$ cat src/rtl/ifetch_pkg.sv
// ifetch_pkg: shared types and constants for the instruction-fetch block.
//   DEF_PC_W / DEF_INST_W : default address and instruction widths
//   HALT_INST             : halt opcode (all zeros, matching memory zero fill)
//   pc_t                  : program-counter type at the default width
//   src_state_t           : output-source state, decoded for debug/assertions
package ifetch_pkg;

   localparam int DEF_PC_W   = 32;
   localparam int DEF_INST_W = 32;

   localparam logic [DEF_INST_W-1:0] HALT_INST = 32'h0000_0000;

   typedef logic [DEF_PC_W-1:0] pc_t;

   typedef enum logic [1:0] {
      ST_EMPTY  = 2'd0,
      ST_LIVE   = 2'd1,
      ST_HELD   = 2'd2,
      ST_HALTED = 2'd3
   } src_state_t;

endpackage

$ cat src/rtl/ifetch_skid.sv
// ifetch_skid: one-entry holding register for an instruction and its PC.
// Ports:
//   clk, rst            : clock, synchronous active-high reset
//   i_flush             : discard the held entry (wins over capture)
//   i_capture           : load i_inst/i_pc and mark the entry valid
//   i_drain             : entry consumed downstream, mark it empty
//   i_inst, i_pc        : data to capture
//   o_valid, o_inst, o_pc : held entry
module ifetch_skid #(
   parameter int PC_W   = 32,
   parameter int INST_W = 32
) (
   input  logic              clk,
   input  logic              rst,
   input  logic              i_flush,
   input  logic              i_capture,
   input  logic              i_drain,
   input  logic [INST_W-1:0] i_inst,
   input  logic [PC_W-1:0]   i_pc,
   output logic              o_valid,
   output logic [INST_W-1:0] o_inst,
   output logic [PC_W-1:0]   o_pc
);

   logic              r_valid;
   logic [INST_W-1:0] r_inst;
   logic [PC_W-1:0]   r_pc;

   always_ff @(posedge clk) begin
      if (rst) begin
         r_valid <= 1'b0;
         r_inst  <= '0;
         r_pc    <= '0;
      end else if (i_flush) begin
         r_valid <= 1'b0;
      end else if (i_capture) begin
         r_valid <= 1'b1;
         r_inst  <= i_inst;
         r_pc    <= i_pc;
      end else if (i_drain) begin
         r_valid <= 1'b0;
      end
   end

   assign o_valid = r_valid;
   assign o_inst  = r_inst;
   assign o_pc    = r_pc;

endmodule

$ cat src/rtl/fetch_controller.sv
// fetch_controller: instruction-fetch sequencer. Owns the PC, drives the
// instruction-memory address, tracks the one-cycle memory read latency and
// hands instructions to decode over valid/ready, with a one-entry skid so
// in_ready never reaches the memory address combinationally.
// Optional feature macro: IFETCH_HALT_EN (stop fetching on HALT_INST).
// Ports:
//   clk, rst        : clock, synchronous active-high reset
//   out_imem_pc     : memory address (straight from the PC register)
//   in_imem_inst    : memory read data, valid one cycle after the address
//   in_redirect     : redirect strobe; in_redirect_pc is the new target
//   in_ready        : decode accepts the current output
//   out_valid/out_inst/out_pc : instruction to decode and its address
//   out_halted      : fetch stopped on halt (0 without IFETCH_HALT_EN)
//   out_dbg_state   : decoded output-source state
// Handshake: a transfer happens in any cycle where out_valid & in_ready;
// while out_valid & ~in_ready, out_inst/out_pc hold steady.
module fetch_controller
   import ifetch_pkg::*;
#(
   parameter int            PC_W     = DEF_PC_W,
   parameter int            INST_W   = DEF_INST_W,
   parameter logic [PC_W-1:0] RESET_PC = '0,
   parameter int            PC_STEP  = 1
) (
   input  logic              clk,
   input  logic              rst,
   output logic [PC_W-1:0]   out_imem_pc,
   input  logic [INST_W-1:0] in_imem_inst,
   input  logic              in_redirect,
   input  logic [PC_W-1:0]   in_redirect_pc,
   input  logic              in_ready,
   output logic              out_valid,
   output logic [INST_W-1:0] out_inst,
   output logic [PC_W-1:0]   out_pc,
   output logic              out_halted,
   output src_state_t        out_dbg_state
);

   logic [PC_W-1:0]   r_pc;
   logic [PC_W-1:0]   r_rsp_pc;
   logic              r_issue;

   logic              w_skid_v;
   logic [INST_W-1:0] w_skid_inst;
   logic [PC_W-1:0]   w_skid_pc;
   logic              w_out_valid;
   logic [INST_W-1:0] w_out_inst;
   logic              w_accept;
   logic              w_issue_en;
   logic              w_capture;
   logic              w_drain;
   logic              w_flush;
   logic              w_halt_hit;
   logic              w_halted;
   src_state_t        w_state;

   assign w_out_valid = w_skid_v | r_issue;
   assign w_out_inst  = w_skid_v ? w_skid_inst : in_imem_inst;
   assign w_accept    = w_out_valid & in_ready;
   assign w_issue_en  = (in_ready | ~w_out_valid) & ~w_halted;

   // A stalled live response is parked in the skid; the memory output will
   // move on next cycle, so this is the only chance to keep it.
   assign w_capture = r_issue & ~w_skid_v & ~in_ready & ~in_redirect;
   assign w_drain   = w_skid_v & in_ready;
   assign w_flush   = in_redirect | w_halt_hit;

`ifdef IFETCH_HALT_EN
   logic r_halted;

   assign w_halt_hit = w_accept & (w_out_inst == INST_W'(HALT_INST));
   assign w_halted   = r_halted;

   always_ff @(posedge clk) begin
      if (rst) begin
         r_halted <= 1'b0;
      end else if (in_redirect) begin
         r_halted <= 1'b0;
      end else if (w_halt_hit) begin
         r_halted <= 1'b1;
      end
   end
`else
   assign w_halt_hit = 1'b0;
   assign w_halted   = 1'b0;
`endif

   always_ff @(posedge clk) begin
      if (rst) begin
         r_pc     <= RESET_PC;
         r_issue  <= 1'b0;
         r_rsp_pc <= '0;
      end else if (in_redirect) begin
         r_pc    <= in_redirect_pc;
         r_issue <= 1'b0;
      end else if (w_halt_hit) begin
         r_issue <= 1'b0;
      end else if (w_issue_en) begin
         r_issue  <= 1'b1;
         r_rsp_pc <= r_pc;
         r_pc     <= r_pc + PC_W'(PC_STEP);   // wraps modulo 2^PC_W
      end else begin
         // Memory still reads r_pc; that response is simply not marked live.
         r_issue <= 1'b0;
      end
   end

   ifetch_skid #(
      .PC_W   (PC_W),
      .INST_W (INST_W)
   ) u_skid (
      .clk       (clk),
      .rst       (rst),
      .i_flush   (w_flush),
      .i_capture (w_capture),
      .i_drain   (w_drain),
      .i_inst    (in_imem_inst),
      .i_pc      (r_rsp_pc),
      .o_valid   (w_skid_v),
      .o_inst    (w_skid_inst),
      .o_pc      (w_skid_pc)
   );

   always_comb begin
      w_state = ST_EMPTY;
      if (w_halted) begin
         w_state = ST_HALTED;
      end else if (w_skid_v) begin
         w_state = ST_HELD;
      end else if (r_issue) begin
         w_state = ST_LIVE;
      end
   end

   assign out_imem_pc   = r_pc;
   assign out_valid     = w_out_valid;
   assign out_inst      = w_out_inst;
   assign out_pc        = w_skid_v ? w_skid_pc : r_rsp_pc;
   assign out_halted    = w_halted;
   assign out_dbg_state = w_state;

   // Halted means nothing in flight and nothing held.
   a_halt_quiet: assert property (@(posedge clk) disable iff (rst)
      w_halted |-> (~r_issue & ~w_skid_v));

endmodule

$ cat config.mk
export PLATFORM = sky130hd
export DESIGN_NAME = fetch_controller
export DESIGN_NICKNAME = d
export VERILOG_FILES = /design/src/rtl/ifetch_pkg.sv /design/src/rtl/ifetch_skid.sv /design/src/rtl/fetch_controller.sv
export SDC_FILE = /design/constraint.sdc
export NUM_CORES = 1
export LEC_CHECK = 0
export CAP_MARGIN = 20
export CORE_AREA = 2 2 113 115
export CTS_BUF_LIST = sky130_fd_sc_hd__clkbuf_4
export DETAILED_ROUTE_END_ITERATION = 8
export DIE_AREA = 0 0 115 117
export GPL_TIMING_DRIVEN = 0
export PLACE_DENSITY = 0.81
export REMOVE_ABC_BUFFERS = 1
export SYNTH_ARGS = -nofsm -noshare
export SYNTH_HDL_FRONTEND = slang
export SYNTH_SLANG_ARGS = --single-unit
$ cat constraint.sdc
create_clock -name clk -period 2.1 [get_ports clk]
set_clock_uncertainty 0.1 [all_clocks]
set_input_delay 0.42 -clock clk [delete_from_list [all_inputs] [get_ports clk]]
set_output_delay 0.42 -clock clk [all_outputs]
set_load 0.005 [all_outputs]
Yosys cells after proc, flatten, opt, wreduce, memory -nomap -nowiden:

Index checks and enable logic that the tools add are counted.

* word-level logic and storage cells: 31
* bits of input ports: 68
* register bits after elaboration: 130
* output and inout port bits: 100

* $add $sub $neg: 1
* reduce and logical (&&, ||, !) cells: 5
* multiplexer cells: 9
* bitwise operators: 10

Operator list (number)
* 32-bit 2-to-1 mux: 4
* 32-bit by 1-bit adder with 32-bit output, second input constant: 1
* 1-bit bitwise AND: 4
* 1-bit 2-to-1 mux: 4
* 1-bit inverter: 4
* 2-bit AND reduction: 2
* 2-bit nonzero test: 2
* 2-bit 2-to-1 mux: 1
* 1-bit bitwise OR: 2
* 2-bit OR reduction: 1

Longest topological paths before layout:

Gate-level depths: netlist of the first run.

* depth after elaboration: 5
* mapped depth: 7

Modules after synthesis:

Synthesis of the first run repeated with hierarchy kept, for this count alone.

* cells, all modules: 790
* area total of the unflattened synthesis: 7303.3 um^2

Modules (own cells, without submodules)
* fetch_controller: times used 1, cells an instance 494, area an instance 4035.1 um^2, seq. area each 1301.2 um^2
* ifetch_skid: times used 1, cells an instance 296, area an instance 3268.1 um^2, seq. area each 1301.2 um^2

Worst setup path before layout of the first run:

OpenSTA, ideal clock, no wires.

* kind: register -> register
* start point: register r_pc[11], in the netlist out_imem_pc[11]
* end point: register r_pc[31], in the netlist out_imem_pc[31]
* arrival time: 1754 ps
* setup slack: 155 ps
* buffers on the path: 0
* clock period less this slack: 1945 ps
* stages on the path, launching flop included: 6
* path through: dfxtp_1 > and4_4 > nand4_4 > or2_1 > or4_1 > a311oi_1

* cells in the longest elaborated chain, start to end: 3

Ends and longest elaborated chain
* start, declared: RTL line fetch_controller.sv:39 `logic [PC_W-1:0] r_pc;`
* start signal, assigned: RTL line fetch_controller.sv:94 `r_pc <= in_redirect_pc;`
* start signal, assigned: RTL line fetch_controller.sv:101 `r_pc <= r_pc + PC_W'(PC_STEP);`
* 32-bit by 1-bit adder with 32-bit output: RTL line fetch_controller.sv:101
* 32-bit 2-to-1 mux: RTL line fetch_controller.sv:98 `end else if (w_issue_en) begin`
* 32-bit 2-to-1 mux: RTL line fetch_controller.sv:93 `end else if (in_redirect) begin`

No other way between the ends. The select of a mux whose other input is x is not followed.
A chain may end at the register's enable or synchronous reset.

Final worst setup path of the first run:

* start point: register u_skid.r_valid, in the netlist u_skid.o_valid
* end point: output out_pc[4]

* cells in the longest elaborated chain, start to end: 1

Ends and longest elaborated chain
* start, declared: RTL line ifetch_skid.sv:25 `logic r_valid;`
* start signal, assigned: RTL line ifetch_skid.sv:31 `r_valid <= 1'b0;`
* start signal, assigned: RTL line ifetch_skid.sv:35 `r_valid <= 1'b0;`
* start signal, assigned: RTL line ifetch_skid.sv:37 `r_valid <= 1'b1;`
* 32-bit 2-to-1 mux: RTL line fetch_controller.sv:138 `assign out_pc = w_skid_v ? w_skid_pc : r_rsp_pc;`
* end, declared: RTL line fetch_controller.sv:34 `output logic [PC_W-1:0] out_pc,`

No other way between the ends.

==> metrics, run 1 <==
Relative slew margins 0.5640; status complete, but fails checks; die area 13460 um^2; H-tree depth 4; Core ar. 12310 um^2; Die Span Y 117 um; Max Slew Vio Count 0; vias per inst 5.584; row cnt 41; Async SR Flop Fraction 0; non-filler cells, final ~1100; cell area after layout 9104 um^2; Syn Inst Count 730; initial antenna violation count 0; VDD IR max 458.2 uV; vias in the first global route 5239; initial core utilization 0.4842; number of flops mapped to enable cells by yosys 0; CTS clock-pin slew for the worst setup and hold paths 0.10 ns; crit path max fanout 4; pwr/cell area 557.2 nW/um^2; CP startpoint kind flip-flop; crit path to out_pc[4]; Setup Viol. Count Final 70; Antenna Nets Post-Route 0; Ys Warns 0; top_reg_cell synth dfxtp_1; drt drc 0; CTS tree built; Yosys cell types 54; DRT Pass-1 Iters 5; Boundary Pins between 150 and 200; Compound-Gate Fraction of Synth Area 0.1404; Worst EP arrival 1.84 ns; final hold violation count 0; Worst-Margin Slew 0.6516 ns; XOR/XNOR Fraction of Synth Area 0.02938; layout overhead on the synthesized area 52.70%; Clock Root Buffer clkbuf_4; Yosys reg bits 130; most frequent cells in the layout 219 x nand2_1, 106 x a21oi_1, 101 x dfxtp_1, 97 x clkdlybuf4s50_1; port buffer count 166; drt total wl 20040 um; reg2reg path depth 9; failing checks negative setup slack; R2R Setup Slk -0.12 ns; worst skew pair latency roughly 0.53 ns; most common cell after layout, fill and taps aside nand2_1; dpl hpwl 10300 um; Congestion Overflow GR 0; Min Clock Period, post-route between 2 and 2.5 ns; GP Congestion 0.8466; worst endpoint required time around 1.6 ns; initial drt markers 615; LEAKAGE 3.455 nW; reg2reg end out_imem_pc[31]; routed via count 6159; die width between 100 and 150 um; Post-Synth Simple-Gate Area 0.2218; fin util 0.7394; main combinational cell family by area after synthesis simple AND/OR/NAND/NOR gates; fin nets just over 1000; Sink Count 130; Placed Area 7704 um^2; first-pass GRT wire length 26990 um; RR Startpoint u_skid.o_valid; fraction of layout cells with a size suffix above 1 0.3106; largest net degree at the start of global routing 81; # diodes 0; crit path from u_skid.o_valid; Max-Cap Viols 0; Inst Count DP 1000; fin worst setup slack -0.2620 ns; hold depth 2; Max Freq 423.4 MHz; hold_buf cts 0; Syn Area/Cell 8.167 um^2; final hold slack about 0.27 ns; Setup crit end kind output pin; WL per Instance 18.17 um; critical path class reg -> out; mux share of post-synthesis cell area 0.1293; hold_sp rst; Final Cycle Share 1.125; worst min path class in -> reg; sequential-to-total area share from yosys stat 0.4365; synthesized cell area 5962 um^2; RSZ-0062 raised after global routing yes; Num CTS Buffers 17; All-Layer GR Usage 0.2599; clk buf depth 2; Adder-Cell Fraction of Synth Area 0.002099; TNS Setup -9.765 ns; Setup Slack @ Placement -2.154 ns; Final Power around 5.1 mW
-- registers in the layout (all words and copies together) (netlist names) --
signal and cells:
out_imem_pc 32, r_issue 1, r_rsp_pc 32, u_skid.o_inst 32
u_skid.o_pc 32, u_skid.o_valid 1
-- cell type report --
class | instances | area, um^2
fill | 930 | 3208
timing repair buffer | 241 | 2464
inverter | 6 | 27.53
clock buffer | 20 | 150.1
multi-input combinational | 546 | 3537
tap | 150 | 187.7
clock inverter | 10 | 93.84
sequential | 130 | 2644
-- synth_stat cells (2+ instances only) --
| master | count | share of area |
|---|---|---|
| nor3_1 | 11 | 0.0092 |
| a22oi_1 | 5 | 0.0063 |
| buf_6 | 2 | 0.0038 |
| dfxtp_1 | 130 | 0.44 |
| or2_2 | 2 | 0.0021 |
| o22ai_1 | 2 | 0.0021 |
| o31ai_1 | 3 | 0.0038 |
| nand3_1 | 13 | 0.011 |
| a21oi_1 | 106 | 0.089 |
| mux2i_1 | 5 | 0.0084 |
| buf_4 | 2 | 0.0025 |
| nand2_1 | 223 | 0.14 |
| mux2_2 | 64 | 0.12 |
| inv_1 | 5 | 0.0031 |
| and3_1 | 4 | 0.0042 |
| nor2_1 | 23 | 0.014 |
| and4_1 | 4 | 0.0059 |
| or3_1 | 2 | 0.0021 |
| xor2_1 | 4 | 0.0059 |
| and2_1 | 3 | 0.0031 |
| xnor2_1 | 16 | 0.024 |
| a211oi_1 | 14 | 0.018 |
| clkbuf_1 | 44 | 0.028 |
| nand4_1 | 7 | 0.0073 |
| nor4_1 | 4 | 0.0042 |
| nor3b_1 | 2 | 0.0025 |
| nand3b_1 | 2 | 0.0025 |
| o32ai_1 | 2 | 0.0029 |
-- routing by layer --
metal  track usage  up-vias  wire (um)
li1              -     2928          -
met1        0.3309     2891       8349
met2        0.4161      301       9635
met3       0.06849       39       1576
met4        0.1181        0        476
met5             0        -          0
-- report_power, final --
group          internal (mW)  switching (mW)  leakage [nW]
Clock                  0.707           0.866         0.140
Combinational          0.490           0.354          2.25
Sequential              2.55           0.105          1.07
-- cells by family (layout without fill, tap and decap cells) --
| kind of cell | after synthesis | count (layout) |
|---|---|---|
| adder cells (fa/ha/maj) | 1 | 1 |
| AND/OR/NAND/NOR | 308 | 310 |
| flip-flops | 130 | 130 |
| XOR/XNOR | 20 | 20 |
| AO/OA/AOI/OAI | 145 | 145 |
| buffers and inverters | 56 | 277 |
| multiplexers | 69 | 69 |
| other | 1 | 1 |
-- critical path: stages (launching register included) --
cell and delay, ns:
dfxtp_4 0.39, buf_12 0.13, buf_8 0.12, buf_4 0.13, buf_4 0.13, mux2_4 0.29
buf_6 0.12
-- timing repair --
item / in CTS / in global routing
cloned: 2 / 3
pin swaps: 3 / 16
buffers inserted: 7 / 62
setup endpoints to repair: 215 / 146
gates resized for setup: 131 / 267
-- worst min path at each step --
stage                   endpoint  slack (ns)
3_5_place_dp   u_skid.o_inst[14]        0.34
6_report          out_imem_pc[9]        0.27
4_1_cts           out_imem_pc[9]        0.22
3_3_place_gp     u_skid.o_pc[11]        0.34
5_1_grt           out_imem_pc[9]        0.23
2_1_floorplan   u_skid.o_inst[0]        0.33
(Power assumes the default switching activity.)
==> inputs of run 2 (changes only) <==
--- a/config.mk
+++ b/config.mk
@@ -5,7 +5,7 @@
 export SDC_FILE = /design/constraint.sdc
 export NUM_CORES = 1
 export LEC_CHECK = 0
-export CAP_MARGIN = 20
+export CAP_MARGIN = 25
 export CORE_AREA = 2 2 113 115
 export CTS_BUF_LIST = sky130_fd_sc_hd__clkbuf_4
 export DETAILED_ROUTE_END_ITERATION = 8
==> results of run 2 <==
The final DEF is identical to that of run 1; final timing and power are the same.
==> inputs of run 3 (changes only) <==
--- a/config.mk
+++ b/config.mk
@@ -6,12 +6,13 @@
 export NUM_CORES = 1
 export LEC_CHECK = 0
 export CAP_MARGIN = 25
-export CORE_AREA = 2 2 113 115
+export CORE_AREA = 3 3 114 116
 export CTS_BUF_LIST = sky130_fd_sc_hd__clkbuf_4
+export CTS_CLUSTER_DIAMETER = 100
 export DETAILED_ROUTE_END_ITERATION = 8
-export DIE_AREA = 0 0 115 117
+export DIE_AREA = 0 0 117 119
 export GPL_TIMING_DRIVEN = 0
-export PLACE_DENSITY = 0.81
+export PLACE_DENSITY = 0.79
 export REMOVE_ABC_BUFFERS = 1
 export SYNTH_ARGS = -nofsm -noshare
 export SYNTH_HDL_FRONTEND = slang
==> run 3 against run 2 <==
Net effect: the flow still finishes with violations (negative setup slack); count of clock-buffer cells in the layout decreased by 1; final area decreased by 6.0%; global-route usage decreased by 0.96 points; clock power increased by 18%; combinational power decreased by 9.6%.
==> metrics, run 3 (synthesis gave the netlist of run 1 again) <==
status complete, but fails checks; failing checks negative setup slack; worst skew pair latency 0.57 ns (+0.04 ns); Boundary Pins 168 (unchanged); Max Freq 398.8 MHz (-5.8%); Max-Cap Viols 0 (unchanged); pwr/cell area 616.1 nW/um^2 (+11%); most common cell after layout, fill and taps aside nand2_1; fin worst setup slack -0.4076 ns (-0.1456 ns); routing usage on met1 0.3090 (-0.02184); die area 13920 um^2 (+3.5%); WL per Instance 17.61 um (-3.0%); Relative slew margins 0.5254 (-0.03864); layout overhead on the synthesized area 43.61%; Final Cycle Share 1.194 (+0.06932); worst min path class in -> reg; initial antenna violation count 0 (unchanged); Worst-Margin Slew 0.7119 ns (+0.06037 ns); Placed Area 7722 um^2 (+0.24%); VDD IR max 431.0 uV (-5.9%); Clock Root Buffer clkbuf_4; grt met2 use 0.4026 (-0.01352); Worst EP arrival 1.99 ns (+0.15 ns); Min Clock Period, post-route 2.508 ns (+0.1456 ns); largest net degree at the start of global routing 66 (-19%); cell area after layout 8562 um^2 (-6.0%); Setup Slack @ Placement -2.052 ns (+0.1022 ns); Core ar. 12010 um^2 (-2.4%); vias per inst 5.572 (-0.21%); worst endpoint required time 1.58 ns (about the same); TNS Setup -10.38 ns (-0.6138 ns); Most Crowded Layer GR met2; Antenna Nets Post-Route 0 (unchanged); Sink Count 130 (unchanged); vias in the first global route 5611 (+7.1%); initial core utilization 0.4964 (+0.01211); CP startpoint kind flip-flop; CTS tree built; first-pass GRT wire length 27460 um (+1.7%); H-tree depth 4 (unchanged); met3 global-route usage 0.06809 (-0.0003967); drt drc 0 (unchanged); DRT Pass-1 Iters 7 (+2); CTS clock-pin slew for the worst setup and hold paths 0.11 ns (about the same); final hold violation count 0 (unchanged); Num CTS Buffers 17 (unchanged); Die Span Y 119 um (+1.7%); dpl hpwl 11540 um (+12%); Setup Viol. Count Final 63 (-10%); initial drt markers 511 (-17%); fin util 0.7128 (-0.02662); Max Slew Vio Count 0 (unchanged); Final Power 5.275 mW (+4.0%); Setup crit end kind output pin; row cnt 40 (-2.4%); Congestion Overflow GR 0 (unchanged); critical path class reg -> out; die width 117 um (+1.7%); Inst Count DP 998 (-0.20%); drt total wl 18690 um (-6.7%); RSZ-0062 raised after global routing yes; GP Congestion 0.8521 (+0.65%); non-filler cells, final 1061 (-3.8%); LEAKAGE 3.229 nW (-6.5%); most frequent cells in the layout 220 x nand2_1, 107 x clkdlybuf4s50_1, 106 x a21oi_1, 98 x dfxtp_1, 46 x mux2_4; fin nets 970 (-4.1%); crit path max fanout 10 (+6); port buffer count 166 (unchanged); hold_buf cts 0 (unchanged); final hold slack 0.2559 ns (-0.01524 ns); clk buf depth 2 (unchanged); # diodes 0 (unchanged); fraction of layout cells with a size suffix above 1 0.2626 (-0.04802); routed via count 5912 (-4.0%); All-Layer GR Usage 0.2503 (-0.009567)
[run 3: what timing repair did]
item | in CTS | in global routing
setup buffers | 4 | 26
gates cloned | 0 | 1
resized for setup | 106 | 182
pin swaps | 0 | 7
setup endpoints to repair | 220 | 125
[run 3: path summary, 6_finish.rpt]
| path | startpoint | endpoint | slack, ns | cells past startpoint |
|---|---|---|---|---|
| worst max-delay path | u_skid.o_valid | out_pc[20] | -0.41 | 3 |
| worst min-delay path | in_redirect | out_imem_pc[0] | 0.26 | 3 |
| worst max register to register | u_skid.o_valid | out_imem_pc[31] | 0.02 | 7 |
| worst min register to register | u_skid.o_pc[20] | u_skid.o_pc[20] | 0.36 | 2 |
[run 3: layout make-up]
type,count,area [um^2]
Fill cell,938,3450
Multi-Input combinational cell,544,3416
Sequential cell,130,2680
Timing Repair Buffer,202,1947
Tap cell,147,183.9
Clock inverter,13,165.2
Clock buffer,19,142.6
Inverter,6,27.53
[run 3: critical path: stages (launching register included)]
cell and delay [ns]:
dfxtp_4 0.45, buf_8 0.17, mux2_2 0.34, clkdlybuf4s50_1 0.47
[run 3: routing by layer]
layer	part of all wire	wire, um
met1	0.43	8069
met2	0.48	8888
met3	0.068	1275
met4	0.024	455
met5	0	0
[run 3: power breakdown]
group | switching (mW) | internal (mW) | total [mW] | leakage (nW)
sequential | 0.104 | 2.54 | 2.65 | 1.07
combinational | 0.323 | 0.439 | 0.763 | 1.99
clock | 0.913 | 0.951 | 1.86 | 0.169
